File: config.mk
export PLATFORM = sky130hd
export DESIGN_NAME = bin_image_loader
export DESIGN_NICKNAME = d
export VERILOG_FILES = /design/src/rtl/bin_image_loader_pkg.sv /design/src/rtl/bil_row_packer.sv /design/src/rtl/bin_image_loader.sv
export SDC_FILE = /design/constraint.sdc
export NUM_CORES = 1
export LEC_CHECK = 0
export CORE_UTILIZATION = 55
export DETAILED_ROUTE_END_ITERATION = 8
export DONT_BUFFER_PORTS = 1
export PLACE_DENSITY = 0.7
export SLEW_MARGIN = 20
export SYNTH_ARGS = -nofsm -noshare
export SYNTH_HDL_FRONTEND = slang
export SYNTH_SLANG_ARGS = --single-unit
File: constraint.sdc
create_clock -name clk -period 4.8 [get_ports clk]
set_input_delay 0.96 -clock clk [delete_from_list [all_inputs] [get_ports clk]]
set_output_delay 0.96 -clock clk [all_outputs]
set_load 0.03 [all_outputs]
File: src/rtl/bin_image_loader_pkg.sv
// Shared constants, state encoding and helpers for the binary-image SRAM loader.
// Latency: n/a (package only).
// Backpressure: n/a (package only).
//
// Contents:
//   ADDR_W_DEF / DATA_W_DEF / TERM_WORD_DEF : default geometry of the input SRAM
//   DIM_W                                   : width of the command dimension field
//   DIM_10 / DIM_12 / DIM_16                : the only image sizes the accelerator reads
//   state_t                                 : one-hot loader FSM encoding
package bin_image_loader_pkg;

  localparam int          ADDR_W_DEF    = 12;
  localparam int          DATA_W_DEF    = 16;
  localparam int          DIM_W         = 5;
  localparam logic [15:0] TERM_WORD_DEF = 16'h00FF;

  localparam logic [DIM_W-1:0] DIM_10 = 5'd10;
  localparam logic [DIM_W-1:0] DIM_12 = 5'd12;
  localparam logic [DIM_W-1:0] DIM_16 = 5'd16;

  // One-hot bit positions, so output decodes are a single flop bit each.
  localparam int IDLE_B = 0;
  localparam int CMD_B  = 1;
  localparam int ROW_B  = 2;
  localparam int FIN_B  = 3;

  typedef enum logic [3:0] {
    ST_IDLE = 4'b0001,
    ST_CMD  = 4'b0010,
    ST_ROW  = 4'b0100,
    ST_FIN  = 4'b1000
  } state_t;

  function automatic logic dim_legal(input logic [DIM_W-1:0] d);
    return (d == DIM_10) || (d == DIM_12) || (d == DIM_16);
  endfunction

endpackage

File: src/rtl/bil_row_packer.sv
// Packs a raster pixel stream into one row word; column c lands on bit c.
// Latency: combinational row word / row-complete flag on the last pixel's handshake.
// Backpressure: none of its own; advances only on pix_fire from the parent.
//
// Ports:
//   clk, reset_b : clock, synchronous active-high reset
//   clr          : discard any partial row and restart at column 0
//   pix_fire     : a pixel handshake happens this cycle
//   pix_data     : pixel value for the current column
//   dim          : image dimension N (columns per row)
//   row_last     : pix_fire on column N-1 (row-complete pulse)
//   row_word     : packed row including the current pixel, bits [DATA_W-1:N] zero
module bil_row_packer
  import bin_image_loader_pkg::*;
#(
  parameter int DATA_W = DATA_W_DEF
) (
  input  logic              clk,
  input  logic              reset_b,
  input  logic              clr,
  input  logic              pix_fire,
  input  logic              pix_data,
  input  logic [DIM_W-1:0]  dim,
  output logic              row_last,
  output logic [DATA_W-1:0] row_word
);

  localparam int CW = $clog2(DATA_W);

  logic [CW-1:0]     col_q;
  logic [DATA_W-1:0] shift_q;
  logic [DIM_W-1:0]  dim_m1;
  logic [DATA_W-1:0] mask;

  assign dim_m1   = dim - DIM_W'(1);
  assign row_last = pix_fire && (DIM_W'(col_q) == dim_m1);

  // The row word includes the pixel being accepted now, so the parent can
  // register it on the same edge the last pixel is taken.
  always_comb begin
    row_word = shift_q;
    row_word[col_q] = pix_data;
    for (int i = 0; i < DATA_W; i++) begin
      mask[i] = (i < int'(dim));
    end
    row_word = row_word & mask;
  end

  always_ff @(posedge clk) begin
    if (reset_b || clr) begin
      col_q   <= '0;
      shift_q <= '0;
    end else if (pix_fire) begin
      if (row_last) begin
        col_q   <= '0;
        shift_q <= '0;
      end else begin
        col_q          <= col_q + CW'(1);
        shift_q[col_q] <= pix_data;
      end
    end
  end

endmodule

File: src/rtl/bin_image_loader.sv
// Writes binary images into the accelerator input SRAM: dim word, N row words per image, terminator.
// Latency: each SRAM write appears one cycle after its triggering cmd/pixel handshake.
// Backpressure: cmd_ready only in CMD, pix_ready only in ROW; pix_ready stays high across row boundaries.
//
// Ports:
//   clk, reset_b                     : clock, synchronous active-high reset
//   ldr_run                          : start pulse (ignored while busy)
//   ldr_busy / ldr_done              : run in progress / one-cycle completion pulse
//   ldr_err                          : one-cycle pulse on an illegal dimension command
//   ldr_ovf                          : sticky address-wrap flag, cleared by reset or run
//   cmd_valid/ready, cmd_last, cmd_dim: image command stream
//   pix_valid/ready, pix_data        : raster pixel stream
//   ldr_sram_write_*                 : registered SRAM write port
module bin_image_loader
  import bin_image_loader_pkg::*;
#(
  parameter int                ADDR_W    = ADDR_W_DEF,
  parameter int                DATA_W    = DATA_W_DEF,
  parameter logic [ADDR_W-1:0] BASE_ADDR = '0,
  parameter logic [DATA_W-1:0] TERM_WORD = DATA_W'(TERM_WORD_DEF)
) (
  input  logic              clk,
  input  logic              reset_b,
  input  logic              ldr_run,
  output logic              ldr_busy,
  output logic              ldr_done,
  output logic              ldr_err,
  output logic              ldr_ovf,
  input  logic              cmd_valid,
  output logic              cmd_ready,
  input  logic              cmd_last,
  input  logic [DIM_W-1:0]  cmd_dim,
  input  logic              pix_valid,
  output logic              pix_ready,
  input  logic              pix_data,
  output logic [ADDR_W-1:0] ldr_sram_write_address,
  output logic [DATA_W-1:0] ldr_sram_write_data,
  output logic              ldr_sram_write_enable
);

  state_t state_q, state_d;

  logic [ADDR_W-1:0] addr_q;
  logic [DIM_W-1:0]  dim_q;
  logic [DIM_W-1:0]  row_q;

  logic run_go, cmd_fire, pix_fire;
  logic hdr_go, bad_go, term_go, row_go;
  logic img_last;
  logic row_last;
  logic [DATA_W-1:0] row_word;

  // Handshake decodes
  assign run_go   = state_q[IDLE_B] && ldr_run;
  assign cmd_fire = cmd_valid && cmd_ready;
  assign pix_fire = pix_valid && pix_ready;
  assign hdr_go   = cmd_fire && !cmd_last && dim_legal(cmd_dim);
  assign bad_go   = cmd_fire && !cmd_last && !dim_legal(cmd_dim);
  assign term_go  = cmd_fire && cmd_last;
  assign row_go   = row_last;
  assign img_last = (row_q == dim_q - DIM_W'(1));

  bil_row_packer #(
    .DATA_W (DATA_W)
  ) u_row_packer (
    .clk      (clk),
    .reset_b  (reset_b),
    .clr      (run_go || hdr_go),
    .pix_fire (pix_fire),
    .pix_data (pix_data),
    .dim      (dim_q),
    .row_last (row_last),
    .row_word (row_word)
  );

  // FSM: state register
  always_ff @(posedge clk) begin
    if (reset_b) begin
      state_q <= ST_IDLE;
    end else begin
      state_q <= state_d;
    end
  end

  // FSM: next state
  always_comb begin
    state_d = state_q;
    unique case (state_q)
      ST_IDLE: if (ldr_run) state_d = ST_CMD;
      ST_CMD: begin
        if (term_go)     state_d = ST_FIN;
        else if (hdr_go) state_d = ST_ROW;
      end
      ST_ROW:  if (row_go && img_last) state_d = ST_CMD;
      ST_FIN:  state_d = ST_IDLE;
      default: state_d = ST_IDLE;
    endcase
  end

  // FSM: outputs. Each ready is a single one-hot state flop bit.
  always_comb begin
    cmd_ready = state_q[CMD_B];
    pix_ready = state_q[ROW_B];
  end

  // Datapath and registered status/SRAM outputs. The write triggers
  // (header, row, terminator) come from mutually exclusive states, so
  // at most one fires per cycle.
  always_ff @(posedge clk) begin
    if (reset_b) begin
      addr_q                 <= BASE_ADDR;
      dim_q                  <= '0;
      row_q                  <= '0;
      ldr_busy               <= 1'b0;
      ldr_done               <= 1'b0;
      ldr_err                <= 1'b0;
      ldr_ovf                <= 1'b0;
      ldr_sram_write_address <= '0;
      ldr_sram_write_data    <= '0;
      ldr_sram_write_enable  <= 1'b0;
    end else begin
      ldr_sram_write_enable <= 1'b0;
      ldr_done              <= 1'b0;
      ldr_err               <= bad_go;

      if (run_go) begin
        addr_q   <= BASE_ADDR;
        ldr_ovf  <= 1'b0;
        ldr_busy <= 1'b1;
      end

      // FIN is the terminator write cycle; busy/done change one cycle later.
      if (state_q[FIN_B]) begin
        ldr_busy <= 1'b0;
        ldr_done <= 1'b1;
      end

      if (hdr_go || term_go || row_go) begin
        ldr_sram_write_enable  <= 1'b1;
        ldr_sram_write_address <= addr_q;
        addr_q                 <= addr_q + ADDR_W'(1);
        if (&addr_q) ldr_ovf <= 1'b1;
        if (term_go)     ldr_sram_write_data <= TERM_WORD;
        else if (hdr_go) ldr_sram_write_data <= DATA_W'(cmd_dim);
        else             ldr_sram_write_data <= row_word;
      end

      if (hdr_go) begin
        dim_q <= cmd_dim;
        row_q <= '0;
      end else if (row_go) begin
        row_q <= row_q + DIM_W'(1);
      end
    end
  end

endmodule

==> reports/qor.yml <==
reg2reg_from: "dim_q[1]"
rrSetupSlack_ns: 1.74
ant_nets: 0
met2_usage_pct: 41.4
hold_viol: 0
path_max_fanout: 33
setup_viol: 0
ys_seq_area_share_pct: 40.5
fin_skew_ns: 0.0121
drc_errors: 0
syn-instance-count: 474
synthArstFlopShare_pct: 0
total_leakage_power_nw: 1.43
slew_violations: 0
finalCritPeriodShare_pct: 63.7
synth.top_cell.area_share_pct: 40.5
relSlewSlack_pct: 52.7
cts_resized: 0
critPathArrivalTime_ns: 3.31
place_hpwl_mm: 6.34
dieWidth_um: 86.2
cts_inserted_buffers: 9
fin_area_mm2: 0.00410
r2r-end: "addr_q[3]"
antenna_found_initial: 0
grt_start_max_net_pins: 39
num_io_pins: 47
synth_cell_types: 56
worstHoldPathType: "flop to flop"
final_cell_mix: "dfxtp_1, nand2_1, a21oi_1"
post_cts_buffers: 0
overflow: 0
grt_usage_pct: 25.8
postPlaceCellArea_mm2: 0.00389
busiest_layer: "met2"
syn2layout_area_growth_pct: 5.10
synth-main-ff-cell: "dfxtp_1"
vdd_drop_max_mv: 0.228
fill_cells: 650
nets: 476
pre_cts_ws_ns: 1.68
crit_type: "flop to flop"
synth.area.top_cells: "dfxtp_1, a21oi_1, nand2_1, nor2_1, ha_1"
synth-seq-cells: 79
rsz0062_at_grt: "no"
firstDrtPassIters: 5
drt_iter0_markers: 239
vias: 3273
dieArea_mm2: 0.00744
finalSetupTns_ns: 0
globalRouteMet1Util_pct: 34.4
cts_sinks: 79
multi_input_area_mm2: 0.00210
drive_gt1_share_pct: 6.51
met3_usage_pct: 6.76
grt_pass1_vias: 3078
core_mm2: 0.00683
numPortBuffers: 0
r2r_cells: 9
finalWirelength_mm: 8.99
clk_path_buf_depth: 2
fin_ws_ns: 1.74
syn_area_mm2: 0.00390
cts_tree: "built"
vias_per_cell: 5.88
fmax_mhz: 327
cp.required_ns: 5.05
ys_warn_count: 0
avgSynthCellArea_um2: 8.23
synth-edff-count: 0
power_density_mw_per_mm2: 354
fp-row-count: 30
clock_tree.root_cell: "clkbuf_8"
endpoint: "addr_q[3]"
worstSetupStartpointType: "flop"
ctsHoldBuffers: 0
seqCellArea_mm2: 0.00158
clock_latency_ns: 0.36
timing.max_cap.violations: 0
start_util_pct: 57.1
die_h_um: 86.2
avgRoutedWirePerCell_um: 16.1
period_needed_ns: 3.06
synth_area_leader_cell: "dfxtp_1"
critPathLaunch: "dim_q[1]"
finish.utilization_pct: 60.0
final_common_cell: "dfxtp_1"
globalplace.congestion: 0.849
endpoint_kind: "flop"
status: "completed"
grt_pass1_wl_mm: 15.0
syn_nets: 494
worstMarginPinSlew_ns: 0.707
clk_pin_slew_ns: 0.09
htreeDepth: 3
num_antenna_cells: 0
[registers in the layout (all words and copies together) (netlist names), 4 cells and up]
signal / flops
state_q: 4
dim_q: 5
addr_q: 12
u_row_packer.col_q: 4
ldr_sram_write_data: 16
ldr_sram_write_address: 12
u_row_packer.shift_q: 16
row_q: 5
[metal layers]
metal	part of all wire (%)	wire length (um)
met5	0	0
met1	46	4170
met4	1.2	106
met3	6.2	558
met2	46	4150
[stage by stage]
stage	instances	hold WS [ns]	total power [W]
floorplan	474	0.425	0.000907
global placement	541	0.433	0.000934
detailed placement	541	0.445	0.000937
CTS	557	0.462	0.00146
global route	557	0.495	0.00151
finish	557	0.461	0.00145
[worst max-delay path, cell delays in order, from the launching register on]
cell and delay (ns):
dfxtp_1 0.55, inv_1 0.11, ha_1 0.24, xor2_1 0.23, o22ai_2 0.14, o211ai_4 0.34
buf_4 0.40, and2_1 0.53, nor4_1 0.10, a211o_1 0.28
[logic make-up (layout without fill, tap and decap cells)]
group / Yosys count / after routing / share of synthesized area [%]
simple gates: 181 / 181 / 22.4
compound gates: 125 / 125 / 21.4
flops: 79 / 79 / 40.5
buf+inv: 52 / 39 / 5.90
xor+xnor: 19 / 19 / 4.62
mux: 10 / 10 / 2.57
fa+ha+maj: 8 / 8 / 2.57
[where the power goes]
part | leakage (nW) | total, W | internal, W | switching, W
logic | 0.691 | 0.000175 | 0.0000665 | 0.000109
registers | 0.638 | 0.000752 | 0.000678 | 0.0000737
clock network | 0.100 | 0.000526 | 0.000251 | 0.000275
[how the worst min path moves through the flow]
stage                                         from                  endpoint  slack, ns  cells past startpoint
final                     u_row_packer.shift_q[12]  u_row_packer.shift_q[12]       0.46                      2
after CTS                 u_row_packer.shift_q[15]  u_row_packer.shift_q[15]       0.46                      2
after floorplan           u_row_packer.shift_q[11]  u_row_packer.shift_q[11]       0.42                      2
after global routing       u_row_packer.shift_q[6]   u_row_packer.shift_q[6]       0.50                      2
after detailed placement  u_row_packer.shift_q[12]  u_row_packer.shift_q[12]       0.44                      2
after global placement     u_row_packer.shift_q[3]   u_row_packer.shift_q[3]       0.43                      2
[Yosys cell counts, types with 3 or more instances]
master / n
nand3_1: 12
or3_1: 5
xnor2_1: 10
a2111oi_0: 4
a211oi_1: 5
mux2i_1: 10
nand2b_1: 9
inv_1: 21
a221oi_1: 3
o21ai_0: 11
and3_1: 8
nor2_1: 41
nand2_1: 67
o21a_1: 3
nand4_1: 4
buf_2: 12
a311oi_1: 3
a21oi_1: 53
a31oi_1: 10
a22o_1: 3
xor2_1: 8
buf_4: 3
ha_1: 8
nor2b_1: 3
nor3b_1: 3
clkbuf_1: 14
nor3_1: 13
o22ai_1: 13
dfxtp_1: 79
[layout make-up]
type	instances	area share, %
multi-input cells	343	51.1
clock buffers	9	3.02
well taps	96	2.93
clock inverters	7	2.07
repair buffers	2	0.366
flip-flops and latches	79	38.6
inverters	21	1.92
(Power assumes the default switching activity.)
==> patch, RTL diff (same settings) <==
`DIM_W`: 5 -> 10.
--- a/src/rtl/bin_image_loader_pkg.sv
+++ b/src/rtl/bin_image_loader_pkg.sv
@@ -11,7 +11,7 @@
 
   localparam int          ADDR_W_DEF    = 12;
   localparam int          DATA_W_DEF    = 16;
-  localparam int          DIM_W         = 5;
+  localparam int          DIM_W         = 10;
   localparam logic [15:0] TERM_WORD_DEF = 16'h00FF;
 
   localparam logic [DIM_W-1:0] DIM_10 = 5'd10;
Ports: changed (resized cmd_dim); port bits go from 47 to 52. No check against the original RTL was run, so the function may have changed too.
==> patch against the original RTL <==
Power grew 8.3%; fmax shrank 13%; design area grew 25%; sequential cell count grew 10; via count grew 36%; wire length grew 38%; non-clock buffer count grew 3; area after synthesis grew 24%; count of clock-buffer cells in the layout grew 1; synthesized cell count grew 30%; worst setup slack lost 0.46 ns; critical path type unchanged; largest cell class unchanged.
==> patch: results (changes against the original RTL) <==
Status: finished, final reports clean
Worst hold slack: 0.462 ns (+0.00105 ns)
Cells after Synth: 615 (+30%)
Clock power frac: 0.433 (+0.071)
First-pass GRT wire length: 20.0 mm (+34%)
Avg WL per Cell: 17.9 um (+11%)
End of the critical path: u_row_packer.shift_q[2]
Total wire length: 12.4 mm (+38%)
Leak: 1.84 nW (+29%)
Post-DP Area: 4830 sq um (+24%)
Largest net degree at the start of global routing: 47 (+21%)
Switching share of total power: 0.246 (-0.0691)
Max_slew headroom: 0.355 (-0.172)
Number of global-route vias before repair: 3950 (+28%)
Via density: 6.39 (+8.8%)
Global Route Usage Sum: 0.286 (+0.0280)
Largest delay contributor family on the critical path: simple AND/OR/NAND/NOR gates
Slowest CP cell: nand4_1
Drt initial violations: 331 (+38%)
Top cells by area, synth: dfxtp_1 37%, a21oi_1 5.9%, nand2_1 5.9%, mux2i_1 5.4%, nand3_1 3.7%
Placer's final routability congestion estimate: 0.886 (+4.3%)
Placed Cells: 679 (+26%)
Worst Hold Endpoint: u_row_packer.shift_q[7]
Sequential share of the synthesized area: 0.368 (-0.0374)
DP Wirelength: 8.58 mm (+35%)
Worst Setup Slack, final: 1.29 ns (-0.457 ns)
Place WS: 1.26 ns (-0.419 ns)
-- patch: changes by cell type after synthesis, moves of 12 or more --
| cell | before | now |
|---|---|---|
| clkbuf_1 | 14 | 31 |
| mux2i_1 | 10 | 26 |
| nand3_1 | 12 | 36 |
| nand4_1 | 4 | 16 |
| nor3_1 | 13 | 27 |
| o21ai_0 | 11 | 32 |
-- patch: area by class of cell --
class	count	area [sq um]
inverters	11	41.3
multi-input cells	470	2850
well taps	105	131
clock buffers	10	128
clock inverters	6	139
repair buffers	5	45.0
flip-flops and latches	89	1780
fillers	762	3260
-- patch: layer usage --
metal	vias to the layer above	wire length, um
met5	-	0
met4	0	223
met3	22	923
met2	147	5340
met1	2125	5960
li1	2156	-
-- patch: kinds of logic after synthesis --
kind of cell / count (synthesis) / share of synthesized area
muxes: 28 / 0.0607
DFF: 89 / 0.368
adders and majority gates: 10 / 0.0258
xor gates and xnor gates: 21 / 0.0380
AOI/OAI and AO/OA: 147 / 0.184
and+or+nand+nor: 264 / 0.277
buffers and inverters: 56 / 0.0465
